$ cat src/rtl/seg_scan_ctrl_if.sv
// Load path and display-drive bundle of the 7-segment scan controller.
// The controller sits on the slave side; the CPU/display side uses master.
interface seg_scan_ctrl_if;
    logic        load;
    logic [11:0] bcd_in;
    logic        load_ack;
    logic [3:0]  digit_bcd;
    logic        digit_blank;
    logic [3:0]  digit_en;

    modport master (
        output load,
        output bcd_in,
        input  load_ack,
        input  digit_bcd,
        input  digit_blank,
        input  digit_en
    );

    modport slave (
        input  load,
        input  bcd_in,
        output load_ack,
        output digit_bcd,
        output digit_blank,
        output digit_en
    );
endinterface

$ cat src/rtl/seg_scan_ctrl.sv
// Time-multiplexed 4-digit 7-segment scan controller with dead-time blanking,
// leading-zero suppression and tear-free (frame-boundary) display updates.
module seg_scan_ctrl #(
    parameter int ON_CYCLES    = 2048,
    parameter int BLANK_CYCLES = 64
) (
    input  logic           clk,
    input  logic           reset_n,
    input  logic           en,
    input  logic           lzs,
    seg_scan_ctrl_if.slave bus
);
    localparam int MAXC = (ON_CYCLES > BLANK_CYCLES) ? ON_CYCLES : BLANK_CYCLES;
    localparam int CW   = (MAXC > 1) ? $clog2(MAXC) : 1;
    localparam logic [CW-1:0] BLANK_LAST = CW'(BLANK_CYCLES - 1);
    localparam logic [CW-1:0] ON_LAST    = CW'(ON_CYCLES - 1);

    typedef enum logic {ST_BLANK, ST_SHOW} state_t;

    state_t        state_reg, state_next;
    logic [1:0]    idx_reg, idx_next;
    logic [CW-1:0] cnt_reg, cnt_next;
    logic          restart_reg;
    logic [11:0]   disp_reg, disp_next;
    logic [11:0]   shadow_reg, shadow_next;
    logic          pending_reg, pending_next;
    logic [3:0]    digit_en_reg, digit_en_next;
    logic [3:0]    digit_bcd_reg, digit_bcd_next;
    logic          digit_blank_reg, digit_blank_next;
    logic          load_ack_reg, load_ack_next;
    logic          frame_edge;
    logic          load_digit;

    // State and output registers; outputs reset straight to the dark state.
    always_ff @(posedge clk or negedge reset_n) begin
        if (!reset_n) begin
            state_reg       <= ST_BLANK;
            idx_reg         <= 2'd0;
            cnt_reg         <= '0;
            restart_reg     <= 1'b1;
            disp_reg        <= 12'h000;
            shadow_reg      <= 12'h000;
            pending_reg     <= 1'b0;
            digit_en_reg    <= 4'b0000;
            digit_bcd_reg   <= 4'h0;
            digit_blank_reg <= 1'b1;
            load_ack_reg    <= 1'b0;
        end else begin
            state_reg       <= state_next;
            idx_reg         <= idx_next;
            cnt_reg         <= cnt_next;
            restart_reg     <= ~en;
            disp_reg        <= disp_next;
            shadow_reg      <= shadow_next;
            pending_reg     <= pending_next;
            digit_en_reg    <= digit_en_next;
            digit_bcd_reg   <= digit_bcd_next;
            digit_blank_reg <= digit_blank_next;
            load_ack_reg    <= load_ack_next;
        end
    end

    // Slot sequencing: BLANK then SHOW per digit, idx wraps 0..3.
    always_comb begin
        state_next = state_reg;
        idx_next   = idx_reg;
        cnt_next   = cnt_reg + 1'b1;
        if (!en) begin
            state_next = ST_BLANK;
            idx_next   = 2'd0;
            cnt_next   = '0;
        end else begin
            case (state_reg)
                ST_BLANK: begin
                    if (cnt_reg == BLANK_LAST) begin
                        state_next = ST_SHOW;
                        cnt_next   = '0;
                    end
                end
                default: begin
                    if (cnt_reg == ON_LAST) begin
                        state_next = ST_BLANK;
                        idx_next   = idx_reg + 2'd1;
                        cnt_next   = '0;
                    end
                end
            endcase
        end
    end

    assign frame_edge = en && (state_reg == ST_SHOW) && (idx_reg == 2'd3) && (cnt_reg == ON_LAST);

    // A held-off value lands either at the frame edge or, while dark, one cycle after capture.
    always_comb begin
        disp_next     = disp_reg;
        shadow_next   = shadow_reg;
        pending_next  = pending_reg;
        load_ack_next = 1'b0;
        if (bus.load) begin
            shadow_next  = bus.bcd_in;
            pending_next = 1'b1;
        end
        if (frame_edge) begin
            if (bus.load) begin
                disp_next     = bus.bcd_in;
                pending_next  = 1'b0;
                load_ack_next = 1'b1;
            end else if (pending_reg) begin
                disp_next     = shadow_reg;
                pending_next  = 1'b0;
                load_ack_next = 1'b1;
            end
        end else if (!en && restart_reg && pending_reg) begin
            disp_next     = shadow_reg;
            pending_next  = bus.load;
            load_ack_next = 1'b1;
        end
    end

    // Digit data is refreshed when a slot's BLANK begins, or on the first enabled edge after dark.
    assign load_digit = en && (((state_next == ST_BLANK) && (cnt_next == '0)) || restart_reg);

    always_comb begin
        digit_en_next    = 4'b0000;
        digit_bcd_next   = digit_bcd_reg;
        digit_blank_next = digit_blank_reg;
        if (en && (state_next == ST_SHOW) && (idx_next != 2'd3))
            digit_en_next = 4'b0001 << idx_next;
        if (!en) begin
            digit_blank_next = 1'b1;
        end else if (load_digit) begin
            case (idx_next)
                2'd0: begin
                    digit_bcd_next   = disp_next[3:0];
                    digit_blank_next = 1'b0;
                end
                2'd1: begin
                    digit_bcd_next   = disp_next[7:4];
                    digit_blank_next = lzs && (disp_next[11:4] == 8'h00);
                end
                2'd2: begin
                    digit_bcd_next   = disp_next[11:8];
                    digit_blank_next = lzs && (disp_next[11:8] == 4'h0);
                end
                default: begin
                    digit_bcd_next   = 4'h0;
                    digit_blank_next = 1'b1;
                end
            endcase
        end
    end

    assign bus.digit_en    = digit_en_reg;
    assign bus.digit_bcd   = digit_bcd_reg;
    assign bus.digit_blank = digit_blank_reg;
    assign bus.load_ack    = load_ack_reg;
endmodule

$ cat src/flat_wrapper.sv
// flat-port wrapper written by rule: the top's interface ports become plain ports
module seg_scan_ctrl_flat 
#(
    parameter int ON_CYCLES    = 2048,
    parameter int BLANK_CYCLES = 64
)
  (clk, reset_n, en, lzs, bus_load, bus_bcd_in, bus_load_ack, bus_digit_bcd, bus_digit_blank, bus_digit_en);
  seg_scan_ctrl_if bus_i ();
  input  logic clk;
  input  logic reset_n;
  input  logic en;
  input  logic lzs;
  input wire logic [$bits(bus_i.load)-1:0] bus_load;
  input wire logic [$bits(bus_i.bcd_in)-1:0] bus_bcd_in;
  output wire logic [$bits(bus_i.load_ack)-1:0] bus_load_ack;
  output wire logic [$bits(bus_i.digit_bcd)-1:0] bus_digit_bcd;
  output wire logic [$bits(bus_i.digit_blank)-1:0] bus_digit_blank;
  output wire logic [$bits(bus_i.digit_en)-1:0] bus_digit_en;
  assign bus_i.load = bus_load;
  assign bus_i.bcd_in = bus_bcd_in;
  assign bus_load_ack = bus_i.load_ack;
  assign bus_digit_bcd = bus_i.digit_bcd;
  assign bus_digit_blank = bus_i.digit_blank;
  assign bus_digit_en = bus_i.digit_en;
  seg_scan_ctrl #(.ON_CYCLES(ON_CYCLES), .BLANK_CYCLES(BLANK_CYCLES)) u_core (.clk(clk), .reset_n(reset_n), .en(en), .lzs(lzs), .bus(bus_i));
endmodule
$ cat config.mk
export PLATFORM = sky130hd
export DESIGN_NAME = seg_scan_ctrl_flat
export DESIGN_NICKNAME = d
export VERILOG_FILES = /design/src/rtl/seg_scan_ctrl_if.sv /design/src/rtl/seg_scan_ctrl.sv /design/src/flat_wrapper.sv
export SDC_FILE = /design/constraint.sdc
export NUM_CORES = 1
export LEC_CHECK = 0
export BUFFER_PORTS_ARGS = -buffer_cell sky130_fd_sc_hd__buf_2
export CORE_MARGIN = 1
export CORE_UTILIZATION = 45
export CTS_CLUSTER_SIZE = 25
export DETAILED_ROUTE_END_ITERATION = 16
export PLACE_DENSITY = 0.66
export SLEW_MARGIN = 20
export SYNTH_ARGS = -nofsm -noshare
export SYNTH_HDL_FRONTEND = slang
export SYNTH_SLANG_ARGS = --single-unit
$ cat constraint.sdc
create_clock -name clk -period 2.35 [get_ports clk]
set_input_delay 0 -clock clk [delete_from_list [all_inputs] [get_ports clk]]
set_output_delay 0 -clock clk [all_outputs]
set_load 0.005 [all_outputs]
# Word-level counts from Yosys, hierarchy flattened
# Index checks and enable logic that the tools add are counted.
totals:
  romBits: 0
  memories: 0
  output_inout_bits: 10
  regBits: 50
  ram_bits: 0
  latch_bits: 0
  in_bits: 17
  elab_cells: 70
classes:
  bitwise_logic: 2
  shift: 1
  n_reduce_logical: 18
  n_lt_le_gt_ge: 0
  mul: 0
  n_div: 0
  muxes: 29
  eq_ne: 7
  addsub: 2
op_table:
  columns: ["cell", "n"]
  rows:
  - ["two-way mux 12 bit", 4]
  - ["two-way mux 11 bit", 4]
  - ["two-way mux 1 bit", 15]
  - ["one-hot mux 4 bit (3 select lines)", 1]
  - ["adder 11 x 1 -> 11 bit, second input constant", 1]
  - ["equality test 11 bit, second input constant", 1]
  - ["equality test 11 x 6 -> 1 bit, second input constant", 1]
  - ["logical AND 1 bit", 11]
  - ["zero test 11 bit", 1]
  - ["zero test 8 bit", 1]
  - ["two-way mux 2 bit", 3]
  - ["equality test 2 bit, second input constant", 2]
  - ["zero test 4 bit", 1]
  - ["two-way mux 4 bit", 1]
  - ["left shift 1 x 2 -> 4 bit, first input constant", 1]
  - ["one-hot mux 1 bit (3 select lines)", 1]
  - ["adder 2 x 1 -> 2 bit, second input constant", 1]
  - ["equality test 2 x 1 -> 1 bit, second input constant", 1]
  - ["zero test 2 bit", 1]
  - ["!= test 2 x 1 -> 1 bit, second input constant", 1]
  - ["!= test 2 bit, second input constant", 1]
  - ["NOT 1 bit", 2]
  - ["AND reduction 2 bit", 1]
  - ["zero test 1 bit", 1]
  - ["logical OR 1 bit", 1]

# Longest topological paths before layout
logic_depth:
  word_depth: 10
  mapped_depth: 12
  ltp_nobuf: 11

# Worst setup path before layout
# No wires, ideal clock.
synth_timing:
  path_kind: "register -> register"
  start: "reg u_core.cnt_reg[1]"
  end: "reg u_core.digit_bcd_reg[0] (netlist: u_core.bus.digit_bcd[0])"
  required_time_ns: 2.225
  period_less_slack_ns: 2.603
  path_buffers: 2
  slack_ns: -0.253
  t_arrival_ns: 2.478
  path_stages_with_launch: 11
  setup_ns: 0.125
  cell_sequence: "dfrtp_1 > ha_1 > nand3_1 > or4_1 > buf_2 > nand3_1 > inv_2 > o41ai_2 > and3_1 > buf_6 > mux2_4"
synth_between:
  elab_chain_cells: 9
  word_cells_on_any_way: 26
  cone_classes: "add/sub (1); eq/ne (4); mux (13); bitwise (1); reduce/logical (7)"
synth_lines:
  columns: ["item", "line", "text"]
  rows:
  - ["from (decl)", "seg_scan_ctrl.sv:22", "logic [CW-1:0] cnt_reg, cnt_next;"]
  - ["from (signal assigned)", "seg_scan_ctrl.sv:51", "cnt_reg <= cnt_next;"]
  - ["equality test 11 x 6 -> 1 bit / equality test 11 bit (equally long branches)", "seg_scan_ctrl.sv:75, seg_scan_ctrl.sv:81", null]
  - ["two-way mux 1 bit (on tied branches)", "seg_scan_ctrl.sv:75, seg_scan_ctrl.sv:81", null]
  - ["two-way mux 1 bit *", "seg_scan_ctrl.sv:73", "case (state_reg)"]
  - ["two-way mux 1 bit *", "seg_scan_ctrl.sv:68", "if (!en) begin"]
  - ["via u_core.state_next", "seg_scan_ctrl.sv:20", "state_t state_reg, state_next;"]
  - ["NOT 1 bit *", "seg_scan_ctrl.sv:121", "assign load_digit = en && (((state_next == ST_BLANK) && (cnt_next == '0)) || restart_reg);"]
  - ["logical AND 1 bit *", "seg_scan_ctrl.sv:121", null]
  - ["logical OR 1 bit *", "seg_scan_ctrl.sv:121", null]
  - ["logical AND 1 bit *", "seg_scan_ctrl.sv:121", null]
  - ["AND reduction 2 bit (no source line) *", null, null]
  - ["to (signal assigned)", "seg_scan_ctrl.sv:57", "digit_bcd_reg <= digit_bcd_next;"]
  - ["to (decl)", "seg_scan_ctrl.sv:28", "logic [3:0] digit_bcd_reg, digit_bcd_next;"]
# Mark *: on every way through the listed nets, which the timed path passes. The rest lies on a longest branch.
# A chain may end at the register's enable or synchronous reset.

# Worst setup path after layout
layout_timing:
  start: "reg u_core.cnt_reg[6]"
  end: "reg u_core.digit_bcd_reg[3] (netlist: u_core.bus.digit_bcd[3])"
layout_between:
  elab_chain_cells: 9
  word_cells_on_any_way: 26
  cone_classes: "add/sub (1); eq/ne (4); mux (13); bitwise (1); reduce/logical (7)"
layout_lines:
  columns: ["item", "line", "text"]
  rows:
  - ["adder 11 x 1 -> 11 bit (tied with other cells)", "seg_scan_ctrl.sv:67", "cnt_next = cnt_reg + 1'b1;"]
  - ["two-way mux 11 bit (on tied branches)", "seg_scan_ctrl.sv:75, seg_scan_ctrl.sv:81", null]
  - ["two-way mux 11 bit *", "seg_scan_ctrl.sv:73", null]
  - ["two-way mux 11 bit *", "seg_scan_ctrl.sv:68", null]
  - ["via u_core.cnt_next[8]", "seg_scan_ctrl.sv:22", null]
  - ["zero test 11 bit *", "seg_scan_ctrl.sv:121", null]
  - ["logical AND 1 bit *", "seg_scan_ctrl.sv:121", null]
  - ["logical OR 1 bit *", "seg_scan_ctrl.sv:121", null]
  - ["logical AND 1 bit *", "seg_scan_ctrl.sv:121", null]
  - ["AND reduction 2 bit (no source line) *", null, null]
# Marked as above.

==> qor.csv <==
stage,metric,value,unit
synth,Ys Warns,0,
critical_path,crit path from,u_core.cnt_reg[6],
critical_path,largest fanout on the critical path,5,
clock_tree,Clock Tree Buf Depth,2,
critical_path,"setup slack, reg-to-reg",-0.13,ns
clock_tree,CTS sink count,50,
placed_design,HPWL after DPL,4400,um
finish,final core utilization,62.7,%
grt,first-pass GRT wire length,10200,um
synth,Yosys top cell area share,44.5,%
grt,total gr overflow,0,
synth,simple-gate share of the synthesized area,12.1,%
timing,Final TNS setup,-0.469,ns
synth,top area cells in the synthesized netlist,"dfrtp_1 (44%), mux2_2 (8.8%), mux2i_1 (5.2%)",
floorplanning,Die X,79.5,um
timing,fmax,404,MHz
finish,P&R area growth vs syn,30.9,%
power_and_ir_drop,power share of the sequential group,50.3,%
floorplanning,Rows,27,
synth,Synth Area in XOR/XNOR,2.92,%
power_and_ir_drop,Pwr Density,570,nW/um^2
clock_tree,total CTS buffers,5,
power_and_ir_drop,Total Power,2.02,mW
synth,post-synthesis mux area share,17.8,%
timing,minimum clock period,2.48,ns
synth,Syn Area/Cell,10.4,um^2
finish,"commonest non-fill, non-tap cell in the layout",dfrtp_1,
floorplanning,Die Height,79.5,um
finish,highest-count cells in the layout ignoring fill and taps,"dfrtp_1 (48), buf_4 (42), o21ai_0 (27)",
synth,unique cell type count in the Yosys netlist,46,
placed_design,GPL Wtd Cong,1.01,
outcome,failing checks,setup timing,
floorplanning,I/O pin count,27,
critical_path,Worst Setup End Kind,flip-flop,
detailed_routing,DRT iter0 DRCs,85,
synth,"area leader, netlist",dfrtp_1,
hold_path,Hold Path Depth,3,
timing,Worst Slack Setup Final,-0.128,ns
timing,Rel. slew slack,61.8,%
power_and_ir_drop,Switching Share,28.8,%
clock_tree,worst-skew pair later-pin latency,0.31,ns
synth,Synth Area in Adders,3.24,%
outcome,status,finished with violations,
critical_path,Reg2Reg Depth,6,
synth,Post-synth EDFFs,0,
floorplanning,Starting Density,47.9,%
job,max_cap viols,0,
critical_path,Crit path required time,2.56,ns
floorplanning,core area,5640,um^2
synth,"synthesized-area fraction occupied by ao, oa, aoi and oai cells",11.5,%
critical_path,Critical R2R Launch,u_core.cnt_reg[6],
timing,Final Slew Violations,0,
timing,final hold slack,0.0439,ns
grt,largest net degree at the start of global routing,39,
critical_path,"Arr. time, crit path",2.68,ns
timing,Final Skew,0.0165,ns
synth,register area share after synthesis,46.4,%
grt,initial antenna violation count,0,
grt,vias in the first global route,2169,
critical_path,Crit Path Category,reg -> reg,
critical_path,Worst Setup Start Kind,flip-flop,
detailed_routing,drt wl/cell,15.1,um
timing,RSZ-0062 raised after global routing,yes,
clock_tree,TritonCTS clock tree,built,
detailed_routing,final WL,6170,um
power_and_ir_drop,Switch Pwr,580,uW
synth,cells after synthesis,259,
finish,# fillers,453,
clock_tree,Max H-tree Level,2,
power_and_ir_drop,Clk network pwr share,27.2,%
timing,Final period util,105,%
synth,ys async rst share,100,%
finish,share of layout cells above drive strength 1,38.0,%
power_and_ir_drop,combinational share of power,22.5,%
clock_tree,"Reg clk slew, reported paths",0.10,ns
synth,main combinational cell family by area after synthesis,multiplexers,
detailed_routing,drt first pass iters,4,
power_and_ir_drop,VDD IR max,0.321,mV
power_and_ir_drop,Static Leak,1.76,nW
hold_path,worst hold endpoint,u_core.bus.digit_blank,
detailed_routing,DRC violations left,0,
hold_path,worst min-delay path startpoint,lzs,
detailed_routing,Via Count,2120,
synth,Post-Syn Area,2700,um^2
hold_path,Hold/Removal Path Class,in -> reg,
floorplanning,Die ar.,6320,um^2
detailed_routing,DRT antenna net count,0,
placed_design,PortBufs,26,
timing,count of final setup violators,4,
synth,Post-synth top flop,dfrtp_1,
critical_path,R2R Path End,u_core.bus.digit_bcd[3],
timing,slew of the pin with the lowest slew margin,0.574,ns
synth,syn nets,283,
finish,ant diodes,0,
grt,all-layer global routing usage,21.2,%
timing,final hold violations,0,
clock_tree,Root Buffer,clkbuf_8,
finish,Post-layout nets,360,
detailed_routing,Vias/cell,5.18,
power_and_ir_drop,Pint,1.44,mW
synth,#FFs+latches synth,50,
[synth_stat cells, types with 4 or more instances]
| library cell | count |
|---|---|
| a21oi_1 | 8 |
| a22oi_1 | 4 |
| clkbuf_1 | 5 |
| dfrtp_1 | 48 |
| ha_1 | 7 |
| inv_1 | 19 |
| mux2_2 | 21 |
| mux2_4 | 7 |
| mux2i_1 | 14 |
| nand2_1 | 20 |
| nand3_1 | 7 |
| nor2_1 | 14 |
| o21ai_0 | 27 |
| or4_1 | 4 |
| xnor2_1 | 6 |
[worst max-delay path, stage by stage (launching register included)]
cell      delay, ns
dfrtp_1        0.42
or4_1          0.57
o41a_1         0.37
a21boi_4       0.16
o41ai_2        0.25
and3_4         0.30
mux2_4         0.31
[per-stage QoR]
stage	setup WS [ns]	instances	area [um^2]
6_report	-0.128	409	3540
2_1_floorplan	-0.0994	259	2760
3_3_place_gp	-0.220	384	3190
3_5_place_dp	-0.261	384	3190
4_1_cts	-0.0644	407	3480
5_1_grt	-0.211	409	3540
[repair_timing]
item	in CTS	in global routing
gates resized for setup	8	9
buffers inserted	1	2
endpoints found under the setup margin	5	5
pin swaps	2	0
hold buffers	14	0
hold endpoints to repair	36	0
[how the worst max path moves through the flow]
stage                     cells past startpoint                      end
final                                         6  u_core.bus.digit_bcd[3]
after global routing                          6  u_core.bus.digit_bcd[3]
after CTS                                     6  u_core.bus.digit_bcd[3]
after detailed placement                      6  u_core.bus.digit_bcd[3]
after global placement                        6  u_core.bus.digit_bcd[1]
after floorplan                               7  u_core.bus.digit_bcd[0]
[cell families (layout without fill, tap and decap cells)]
| group | Yosys count | in the layout |
|---|---|---|
| DFF | 50 | 50 |
| and+or+nand+nor | 65 | 65 |
| adders and majority gates | 7 | 7 |
| buffers and inverters | 35 | 113 |
| AOI/OAI and AO/OA | 50 | 50 |
| xor gates and xnor gates | 9 | 9 |
| muxes | 42 | 42 |
| other | 1 | 1 |
[power by group through the flow]
| stage | Sequential (mW) | Combinational (mW) | Clock [mW] |
|---|---|---|---|
| floorplan | 1.02 | 0.254 | 0 |
| global placement | 1.02 | 0.404 | 0 |
| detailed placement | 1.03 | 0.417 | 0 |
| CTS | 1.01 | 0.446 | 0.566 |
| global route | 1.02 | 0.500 | 0.599 |
| finish | 1.01 | 0.454 | 0.549 |
[cell type report]
| class | instances | area [um^2] | area share [%] |
|---|---|---|---|
| clock inverters | 3 | 28.8 | 0.814 |
| repair buffers | 84 | 608 | 17.2 |
| flip-flops and latches | 50 | 1250 | 35.4 |
| inverters | 21 | 78.8 | 2.23 |
| clock buffers | 5 | 68.8 | 1.95 |
| well taps | 72 | 90.1 | 2.55 |
| multi-input cells | 174 | 1410 | 39.8 |
[metal layers]
layer  vias to the layer above  global-route usage (%)  share of wire [%]
met5                         -                       0                  0
met1                      1010                    27.1                 46
met4                         0                    8.55                1.1
li1                       1060                       -                  -
met2                        42                    35.7                 51
met3                         8                    3.43                2.6
Power figures use the tool's default switching activity.
